<file path="src/rtl/fft_mem_pkg.sv">
// Shared frame-layout definitions for the BRAM-to-FFT loader and the FFT
// result writer, so both sides agree on where and how frames are stored.
package fft_mem_pkg;

    // Writer / loader control states.
    typedef enum logic [1:0] {
        IDLE  = 2'd0,
        WRITE = 2'd1,
        DONE  = 2'd2
    } state_t;

    // Width of one BRAM word and of one FFT lane.
    localparam int BYTE_W    = 8;

    // Default frame layout: points per frame, frames per run, byte address
    // of frame 0 byte 0. Bytes are stored interleaved re0, im0, re1, im1, ...
    localparam int FFTN      = 8;
    localparam int FRAMES    = 3;
    localparam int BASE_ADDR = 100;

    // Number of bytes one frame occupies in memory.
    function automatic int frame_bytes(input int n_points);
        return 2 * n_points;
    endfunction

endpackage

</file>
<file path="src/rtl/fft_frame_writer.sv">
// Serialises packed FFT output frames (real + imaginary lane vectors) into a
// byte-wide BRAM port, interleaving real/imag bytes, and raises done after a
// fixed number of frames.
module fft_frame_writer
    import fft_mem_pkg::*;
#(
    parameter int FFTN      = fft_mem_pkg::FFTN,
    parameter int FRAMES    = fft_mem_pkg::FRAMES,
    parameter int BASE_ADDR = fft_mem_pkg::BASE_ADDR,
    parameter int ADDR_W    = 16
) (
    input  logic                     clk,
    input  logic                     rst,
    input  logic                     i_clear,
    input  logic                     i_in_valid,
    output logic                     o_in_ready,
    input  logic [BYTE_W*FFTN-1:0]   i_in_re,
    input  logic [BYTE_W*FFTN-1:0]   i_in_im,
    output logic [ADDR_W-1:0]        o_mem_addr,
    output logic [BYTE_W-1:0]        o_mem_din,
    output logic                     o_mem_wen,
    output logic [7:0]               o_frame_cnt,
    output logic                     o_done
);

    localparam int NBYTES = frame_bytes(FFTN);
    localparam int K_W    = $clog2(NBYTES + 1);
    localparam int LANE_W = $clog2(FFTN);

    localparam logic [ADDR_W-1:0] BASE_A   = ADDR_W'(BASE_ADDR);
    localparam logic [ADDR_W-1:0] STRIDE_A = ADDR_W'(NBYTES);
    localparam logic [K_W-1:0]    K_END    = K_W'(NBYTES);
    localparam logic [7:0]        CNT_END  = 8'(FRAMES);

    state_t                    r_state;
    state_t                    w_state_next;
    logic [K_W-1:0]            r_k, w_k_next;
    logic [BYTE_W*FFTN-1:0]    r_re, w_re_next;
    logic [BYTE_W*FFTN-1:0]    r_im, w_im_next;
    logic [7:0]                r_frame_cnt, w_cnt_next;
    logic [ADDR_W-1:0]         r_mem_addr, w_addr_next;
    logic [BYTE_W-1:0]         r_mem_din, w_din_next;
    logic                      r_mem_wen, w_wen_next;
    logic                      r_done, w_done_next;

    logic [BYTE_W-1:0]         w_re_lane [FFTN];
    logic [BYTE_W-1:0]         w_im_lane [FFTN];
    logic [LANE_W-1:0]         w_lane_idx;
    logic [BYTE_W-1:0]         w_sel_byte;
    logic [ADDR_W-1:0]         w_frame_base;
    logic [7:0]                w_cnt_inc;

    // Split the captured vectors into addressable byte lanes.
    genvar gi;
    generate
        for (gi = 0; gi < FFTN; gi++) begin : g_lane
            assign w_re_lane[gi] = r_re[BYTE_W*gi +: BYTE_W];
            assign w_im_lane[gi] = r_im[BYTE_W*gi +: BYTE_W];
        end
    endgenerate

    // Byte k: lane k>>1, imaginary when k is odd.
    assign w_lane_idx   = r_k[LANE_W:1];
    assign w_sel_byte   = r_k[0] ? w_im_lane[w_lane_idx] : w_re_lane[w_lane_idx];

    // Start address of the frame about to be written (wraps modulo 2^ADDR_W).
    assign w_frame_base = BASE_A + STRIDE_A * ADDR_W'(r_frame_cnt);
    assign w_cnt_inc    = r_frame_cnt + 8'd1;

    assign o_in_ready   = (r_state == IDLE);
    assign o_mem_addr   = r_mem_addr;
    assign o_mem_din    = r_mem_din;
    assign o_mem_wen    = r_mem_wen;
    assign o_frame_cnt  = r_frame_cnt;
    assign o_done       = r_done;

    // State and datapath registers; async reset drops the write strobe at once.
    always_ff @(posedge clk or posedge rst) begin
        if (rst) begin
            r_state     <= IDLE;
            r_k         <= '0;
            r_re        <= '0;
            r_im        <= '0;
            r_frame_cnt <= '0;
            r_mem_addr  <= '0;
            r_mem_din   <= '0;
            r_mem_wen   <= 1'b0;
            r_done      <= 1'b0;
        end else begin
            r_state     <= w_state_next;
            r_k         <= w_k_next;
            r_re        <= w_re_next;
            r_im        <= w_im_next;
            r_frame_cnt <= w_cnt_next;
            r_mem_addr  <= w_addr_next;
            r_mem_din   <= w_din_next;
            r_mem_wen   <= w_wen_next;
            r_done      <= w_done_next;
        end
    end

    // Next-state and next-output decode. Byte 0 is emitted straight from the
    // input bus on the handshake edge so that writes follow with no bubble;
    // r_k then holds the index of the next byte to emit.
    always_comb begin
        w_state_next = r_state;
        w_k_next     = r_k;
        w_re_next    = r_re;
        w_im_next    = r_im;
        w_cnt_next   = r_frame_cnt;
        w_addr_next  = r_mem_addr;
        w_din_next   = r_mem_din;
        w_wen_next   = 1'b0;
        w_done_next  = r_done;

        if (i_clear) begin
            w_state_next = IDLE;
            w_k_next     = '0;
            w_cnt_next   = '0;
            w_done_next  = 1'b0;
        end else begin
            case (r_state)
                IDLE: begin
                    if (i_in_valid) begin
                        w_re_next    = i_in_re;
                        w_im_next    = i_in_im;
                        w_addr_next  = w_frame_base;
                        w_din_next   = i_in_re[BYTE_W-1:0];
                        w_wen_next   = 1'b1;
                        w_k_next     = K_W'(1);
                        w_state_next = WRITE;
                    end
                end
                WRITE: begin
                    if (r_k == K_END) begin
                        w_k_next   = '0;
                        w_cnt_next = w_cnt_inc;
                        if (w_cnt_inc == CNT_END) begin
                            w_state_next = DONE;
                            w_done_next  = 1'b1;
                        end else begin
                            w_state_next = IDLE;
                        end
                    end else begin
                        w_addr_next = r_mem_addr + ADDR_W'(1);
                        w_din_next  = w_sel_byte;
                        w_wen_next  = 1'b1;
                        w_k_next    = r_k + K_W'(1);
                    end
                end
                DONE: begin
                    w_done_next = 1'b1;
                end
                default: begin
                    w_state_next = IDLE;
                end
            endcase
        end
    end

endmodule

</file>
<file path="config.mk">
export PLATFORM = sky130hd
export DESIGN_NAME = fft_frame_writer
export DESIGN_NICKNAME = d
export VERILOG_FILES = /design/src/rtl/fft_mem_pkg.sv /design/src/rtl/fft_frame_writer.sv
export SDC_FILE = /design/constraint.sdc
export NUM_CORES = 1
export LEC_CHECK = 0
export BUFFER_PORTS_ARGS = -buffer_cell sky130_fd_sc_hd__buf_2
export CAP_MARGIN = 15
export CORE_UTILIZATION = 50
export CTS_CLUSTER_DIAMETER = 120
export DETAILED_ROUTE_END_ITERATION = 8
export PLACE_DENSITY = 0.81
export SLEW_MARGIN = 5
export SYNTH_ARGS = -nofsm -noshare
export SYNTH_HDL_FRONTEND = slang
export SYNTH_SLANG_ARGS = --single-unit
export TNS_END_PERCENT = 5
</file>
<file path="constraint.sdc">
create_clock -name clk -period 4.45 [get_ports clk]
set_input_delay 0.2225 -clock clk [delete_from_list [all_inputs] [get_ports clk]]
set_output_delay 0.2225 -clock clk [all_outputs]
set_load 0.05 [all_outputs]
</file>
==> impl_metrics.csv, run 1 <==
group,metric,value,unit
outcome,status,"complete, no violations",
timing,finalCritPeriodShare,57.1,%
global_routing,overflow,0,
cts,cts_tree,"yes",
finish,final_util,60.5,%
setup_path,crit_arrival,2.81,ns
floorplanning,ios,167,
timing,rsz0062_at_grt,"false",
cts,clkLatencyLatePin,0.42,ns
timing,finalHoldViolations,0,
drt,routedWlPerCell,18.3,microns
drt,dr_total_vias,5883,
cts,ctsLongestPathBuffers,2,
cts,clk_pin_slew,0.07,ns
synthesis,syn_area,0.00815,sq mm
cts,clock-root-buffer,"clkbuf_16",
cts,cts_made_buffers,17,
min_path,hp-class,"in -> reg",
placed_design,port_buffers,166,
floorplanning,num_rows,46,
cts,cts_setup_buffers,0,
finish,final_cell_mix,"168 x dfrtp_1, 166 x buf_2, 128 x mux2_2",
finish,drive_gt1_share,41.2,%
finish,fin_area,0.00961,sq mm
global_routing,grt_pass1_vias,5746,
floorplanning,die_w,130,microns
setup_path,cp-start-kind,"flip-flop",
timing,skew,0.00817,ns
synthesis,syn_area_per_cell,12.3,sq um
finish,final-instance-count-excl-fill,1036,
setup_path,critPathKind,"reg -> reg",
placed_design,routabilityCongestion,0.876,
drt,ant_nets,0,
placed_design,place_area,0.00905,sq mm
placed_design,dp_slack,1.96,ns
cts,cts_sinks,169,
timing,holdWs,0.0282,ns
timing,clock.fmax,0.394,GHz
finish,area_growth,18.0,%
floorplanning,coreArea,0.0159,sq mm
setup_path,end_kind,"flip-flop",
global_routing,grt_max_degree,85,
timing,maxSlewHeadroom,18.0,%
drt,drt-vias-per-instance,5.68,
floorplanning,dieArea,0.0168,sq mm
cts,cts-resized-gates,0,
timing,worst_pin_slew,1.23,ns
timing,setup_slack,1.91,ns
global_routing,grtUsageTotal,23.4,%
setup_path,cp-startpoint,"r_k[0]$_DFFE_PP0P_",
placed_design,dp_hpwl,13.3,mm
synthesis,synth_fp_nets,801,
placed_design,dp_cells,1002,
global_routing,antenna_found_initial,1,
setup_path,cp-endpoint,"o_mem_addr[3]$_DFFE_PP0P_",
drt,dr.pass1.iters,5,
synthesis,yosys_warnings,0,
finish,antenna_cells,0,
timing,min_period,2.54,ns
setup_path,r2r_slack,1.91,ns
floorplanning,start_util,51.3,%
pwr,total_leakage_power,4.24,nW
cts,htree_levels,4,
finish,nets,946,
floorplanning,fp.dieH,130,microns
setup_path,cp.required,4.72,ns
flow_run,cap_violations,0,
synthesis,yosysSeqAreaShare,51.9,%
timing,fin_setup_tns,0,ns
setup_path,crit_fanout,22,
pwr,ir_drop,0.266,mV
setup_path,r2r-end,"o_mem_addr[3]$_DFFE_PP0P_",
synthesis,synth_seq_cells,169,
drt,wl,19.0,mm
drt,drt_iter0_markers,496,
synthesis,yosys.cell_types.count,48,
synthesis,synth_cells,662,
timing,drv_slew,0,
pwr,total_power,4.15,mW
finish,final_common_cell,"dfrtp_1",
setup_path,r2r_cells,9,
drt,drcViolationCount,0,
finish,fill_cells,1312,
timing,final-setup-viol-count,0,
pwr,power_density,431,mW/mm^2
global_routing,grt_pass1_wl,29.6,mm
setup_path,r2r-start,"r_k[0]$_DFFE_PP0P_",
[flip-flops by register name, summed over array words and instances, names as in the netlist]
register,cells
o_mem_addr,16
o_frame_cnt,8
o_mem_wen,1
r_im,64
r_k,5
r_re,64
o_mem_din,8
r_state,2
o_done,1
[cell usage after synthesis, drive strengths merged]
cell | count | area share, %
a22o | 16 | 1.7
buf | 38 | 3.0
and4 | 2 | 0.21
inv | 12 | 0.55
o31ai | 1 | 0.092
clkbuf | 11 | 0.57
o21bai | 2 | 0.18
ha | 7 | 1.1
mux2 | 128 | 18
a211o | 1 | 0.11
a2bb2oi | 2 | 0.21
nor2b | 7 | 0.54
nand4 | 7 | 0.54
or3 | 3 | 0.23
a21oi | 13 | 0.80
a41oi | 2 | 0.21
a31oi | 4 | 0.31
o21ai | 36 | 2.2
o22ai | 12 | 0.92
or2 | 1 | 0.077
a31o | 1 | 0.11
dfrtp | 169 | 52
mux2i | 64 | 7.9
and3 | 4 | 0.31
nor4bb | 1 | 0.12
nor2 | 29 | 1.4
xnor2 | 9 | 0.97
o211ai | 1 | 0.092
and2 | 6 | 0.46
nand3 | 10 | 0.61
nor3 | 3 | 0.18
a211oi | 4 | 0.37
a2111oi | 2 | 0.29
a22oi | 2 | 0.18
nand2b | 1 | 0.077
nand2 | 27 | 1.2
xor2 | 7 | 0.75
a221oi | 16 | 1.7
o32a | 1 | 0.12
[power breakdown]
part | switching (mW) | internal [mW] | total [mW]
clock | 0.603 | 0.786 | 1.39
sequential | 0.157 | 1.80 | 1.95
combinational | 0.428 | 0.376 | 0.805
[kinds of logic (layout without fill, tap and decap cells)]
| family | Yosys count | in the layout | share of synthesized area [%] |
|---|---|---|---|
| muxes | 192 | 192 | 25.5 |
| AOI/OAI and AO/OA | 116 | 116 | 9.66 |
| and+or+nand+nor | 101 | 101 | 5.97 |
| adders and majority gates | 7 | 7 | 1.07 |
| buffers and inverters | 61 | 219 | 4.13 |
| DFF | 169 | 169 | 51.9 |
| xor gates and xnor gates | 16 | 16 | 1.72 |
[cell type report]
class,count,area (sq um),area share [%]
flip-flops and latches,169,4230,44.0
well taps,216,270,2.81
multi-input cells,432,3590,37.3
clock inverters,10,93.8,0.976
clock buffers,22,454,4.72
repair buffers,175,926,9.63
inverters,12,48.8,0.508
[worst min-delay path by stage]
stage,from,to,slack [ns],cells after the start
2_1_floorplan,i_in_im[10],r_im[10]$_DFFE_PP0P_,0.37,1
3_3_place_gp,rst,o_done$_DFFE_PP0P_,0.35,2
4_1_cts,i_in_im[5],r_im[5]$_DFFE_PP0P_,0.01,2
3_5_place_dp,rst,o_done$_DFFE_PP0P_,0.35,2
5_1_grt,i_in_re[18],r_re[18]$_DFFE_PP0P_,0.02,2
6_report,i_in_im[32],r_im[32]$_DFFE_PP0P_,0.03,2
[repair_timing]
action,CTS,global route
setup endpoints to repair,0,0
hold buffers,1,0
hold endpoints to repair,26,0
[routing by layer]
metal  wire (microns)  up-vias  track usage (%)
met4              587        2             9.99
met3             1150       44             5.86
met5               10        -                0
li1                 -     2702                -
met1             8310     2908             31.4
met2             8910      227             36.3
[worst max-delay path, stage by stage, from the launching register on]
cell and delay [ns]:
dfrtp_1 0.43, inv_1 0.12, ha_1 0.15, nor4bb_1 0.19
buf_4 0.20, a211o_1 0.57, inv_2 0.31, nand4_1 0.20
xor2_1 0.16, nor2_1 0.06
No activity file was read; power rests on OpenSTA's default activity.
==> inputs of run 2 (changes only) <==
--- a/config.mk
+++ b/config.mk
@@ -7,10 +7,10 @@
 export LEC_CHECK = 0
 export BUFFER_PORTS_ARGS = -buffer_cell sky130_fd_sc_hd__buf_2
 export CAP_MARGIN = 15
-export CORE_UTILIZATION = 50
+export CORE_UTILIZATION = 55
 export CTS_CLUSTER_DIAMETER = 120
 export DETAILED_ROUTE_END_ITERATION = 8
-export PLACE_DENSITY = 0.81
+export PLACE_DENSITY = 0.84
 export SLEW_MARGIN = 5
 export SYNTH_ARGS = -nofsm -noshare
 export SYNTH_HDL_FRONTEND = slang
==> constraint.sdc (replaced) <==
create_clock -name clk -period 2.6 [get_ports clk]
set_input_delay 0.13 -clock clk [delete_from_list [all_inputs] [get_ports clk]]
set_output_delay 0.13 -clock clk [all_outputs]
set_load 0.05 [all_outputs]
==> run 2 against run 1 <==
First-iteration DRC count rose by 9.5%; critical path type unchanged; worst setup slack got worse by 1.5 ns; register-to-register slack got worse by 1.5 ns; wire length rose by 31%; critical endpoint is now o_mem_addr[15]$_DFFE_PP0P_; global-route usage rose by 11 points; highest routed layer is now met4; combinational power rose by 100%.
==> impl_metrics.csv, run 2 (synthesis results as in run 1) <==
group,metric,value,unit
placed_design,port_buffers,166,
setup_path,crit_fanout,8,
timing,rsz0062_at_grt,"false",
min_path,hold_depth,2,
finish,fill_cells,877,
placed_design,dp_slack,0.503,ns
timing,min_period,2.14,ns
timing,finalCritPeriodShare,82.5,%
floorplanning,ios,167,
drt,dr_total_vias,6741,
setup_path,cp.required,2.90,ns
timing,maxSlewHeadroom,23.1,%
placed_design,dp_cells,979,
setup_path,cp-start-kind,"flip-flop",
setup_path,r2r-end,"o_mem_addr[15]$_DFFE_PP0P_",
setup_path,crit_arrival,2.44,ns
timing,holdWs,0.0796,ns
placed_design,dp_hpwl,13.9,mm
setup_path,r2r-start,"r_k[0]$_DFFE_PP0P_",
outcome,status,"complete, no violations",
drt,ant_nets,0,
drt,dr.pass1.iters,8,
pwr,power_density,692,mW/mm^2
cts,cts_sinks,169,
cts,cts_made_buffers,17,
setup_path,critPathKind,"reg -> reg",
min_path,hp-class,"in -> reg",
cts,ctsLongestPathBuffers,2,
timing,setup_slack,0.456,ns
timing,clock.fmax,0.466,GHz
finish,multi_input_area,0.00359,sq mm
setup_path,r2r_cells,8,
placed_design,routabilityCongestion,0.928,
finish,final_cell_mix,"168 x dfrtp_1, 166 x buf_2, 129 x dlygate4sd3_1",
drt,drcViolationCount,0,
drt,drt_iter0_markers,543,
finish,fin_area,0.0110,sq mm
global_routing,grtUsageTotal,34.0,%
global_routing,grt_pass1_vias,7106,
cts,clock-root-buffer,"clkbuf_16",
flow_run,cap_violations,0,
finish,area_growth,35.2,%
setup_path,r2r_slack,0.46,ns
floorplanning,start_util,56.3,%
drt,wl,24.8,mm
global_routing,overflow,0,
drt,drt-vias-per-instance,5.92,
finish,register_area,0.00423,sq mm
finish,final-instance-count-excl-fill,1139,
floorplanning,coreArea,0.0145,sq mm
global_routing,grt_max_degree,53,
min_path,hold_end,"o_frame_cnt[6]$_DFFE_PP0P_",
cts,htree_levels,4,
floorplanning,num_rows,44,
floorplanning,die_w,124,microns
finish,final_common_cell,"dfrtp_1",
timing,skew,0.0161,ns
setup_path,end_kind,"flip-flop",
timing,drv_slew,0,
timing,finalHoldViolations,0,
cts,cts_tree,"yes",
pwr,total_leakage_power,4.86,nW
pwr,ir_drop,0.519,mV
cts,clkLatencyLatePin,0.44,ns
floorplanning,fp.dieH,124,microns
timing,final-setup-viol-count,0,
global_routing,antenna_found_initial,0,
floorplanning,dieArea,0.0153,sq mm
timing,worst_pin_slew,1.15,ns
finish,drive_gt1_share,36.4,%
placed_design,place_area,0.00914,sq mm
finish,nets,1082,
cts,clk_pin_slew,0.07,ns
min_path,worstHoldStart,"i_clear",
global_routing,grt_pass1_wl,38.1,mm
timing,fin_setup_tns,0,ns
drt,routedWlPerCell,21.8,microns
finish,antenna_cells,0,
[run 2: cell types whose count changed in the layout (fill, tap and decap cells not counted)]
cell           previous run  this run
clkbuf_8                  1         3
buf_12                    2         7
clkinv_4                  1         2
bufinv_16                 1         2
dlygate4sd3_1             1       129
buf_4                     6         9
clkinvlp_4                4         2
clkbuf_1                  4         1
[run 2: critical path, stage by stage (launching register included)]
cell and delay [ns]:
dfrtp_1 0.42, inv_1 0.11, ha_1 0.21, nor4bb_1 0.12, buf_4 0.17, a2111oi_0 0.49, nand4_1 0.21, xnor2_1 0.16
nor2b_1 0.12
[run 2: what timing repair did]
item	in CTS	in global routing
hold buffers	129	0
resized for setup	0	0
endpoints found under the hold margin	149	0
setup endpoints to repair	0	0
buffers inserted	0	0
[run 2: routing by layer]
layer,GRT usage [%],up-vias,share of wire [%]
li1,-,2973,-
met1,39.1,3350,37
met2,57.6,327,51
met3,7.78,91,6.2
met4,20.5,0,5.5
met5,0,-,0
[run 2: cell type report]
cell class              instances  share of cell area [%]
clock inverters                10                    1.07
multi-input cells             432                    32.6
clock buffers                  21                    4.27
well taps                     184                    2.09
flip-flops and latches        169                    38.4
inverters                      12                   0.443
repair buffers                311                    21.1
[run 2: where the power goes]
group	switching (mW)	leakage, nW	total, mW	internal (mW)
clock network	1.10	0.290	2.60	1.49
registers	0.320	2.04	3.39	3.07
logic	0.849	2.53	1.64	0.789
total	2.27	4.86	7.63	5.35
[run 2: through the flow]
stage | util (%) | total power [mW]
final | 76.1 | 7.63
after global placement | 63.1 | 4.73
after detailed placement | 63.1 | 4.80
after global routing | 76.1 | 7.89
after CTS | 76.1 | 7.46
after floorplan | - | 4.33
[run 2: how the worst max path moves through the flow]
stage                             startpoint                         end  slack [ns]  cells past startpoint
after CTS                 r_k[0]$_DFFE_PP0P_   o_mem_addr[3]$_DFFE_PP0P_        0.47                      9
final                     r_k[0]$_DFFE_PP0P_  o_mem_addr[15]$_DFFE_PP0P_        0.46                      8
after global routing      r_k[0]$_DFFE_PP0P_  o_mem_addr[15]$_DFFE_PP0P_        0.23                      8
after global placement    r_k[0]$_DFFE_PP0P_   o_mem_addr[3]$_DFFE_PP0P_        0.58                      9
after detailed placement  r_k[0]$_DFFE_PP0P_   o_mem_addr[3]$_DFFE_PP0P_        0.50                      9
after floorplan                          rst          o_done$_DFFE_PP0P_        0.32                      1
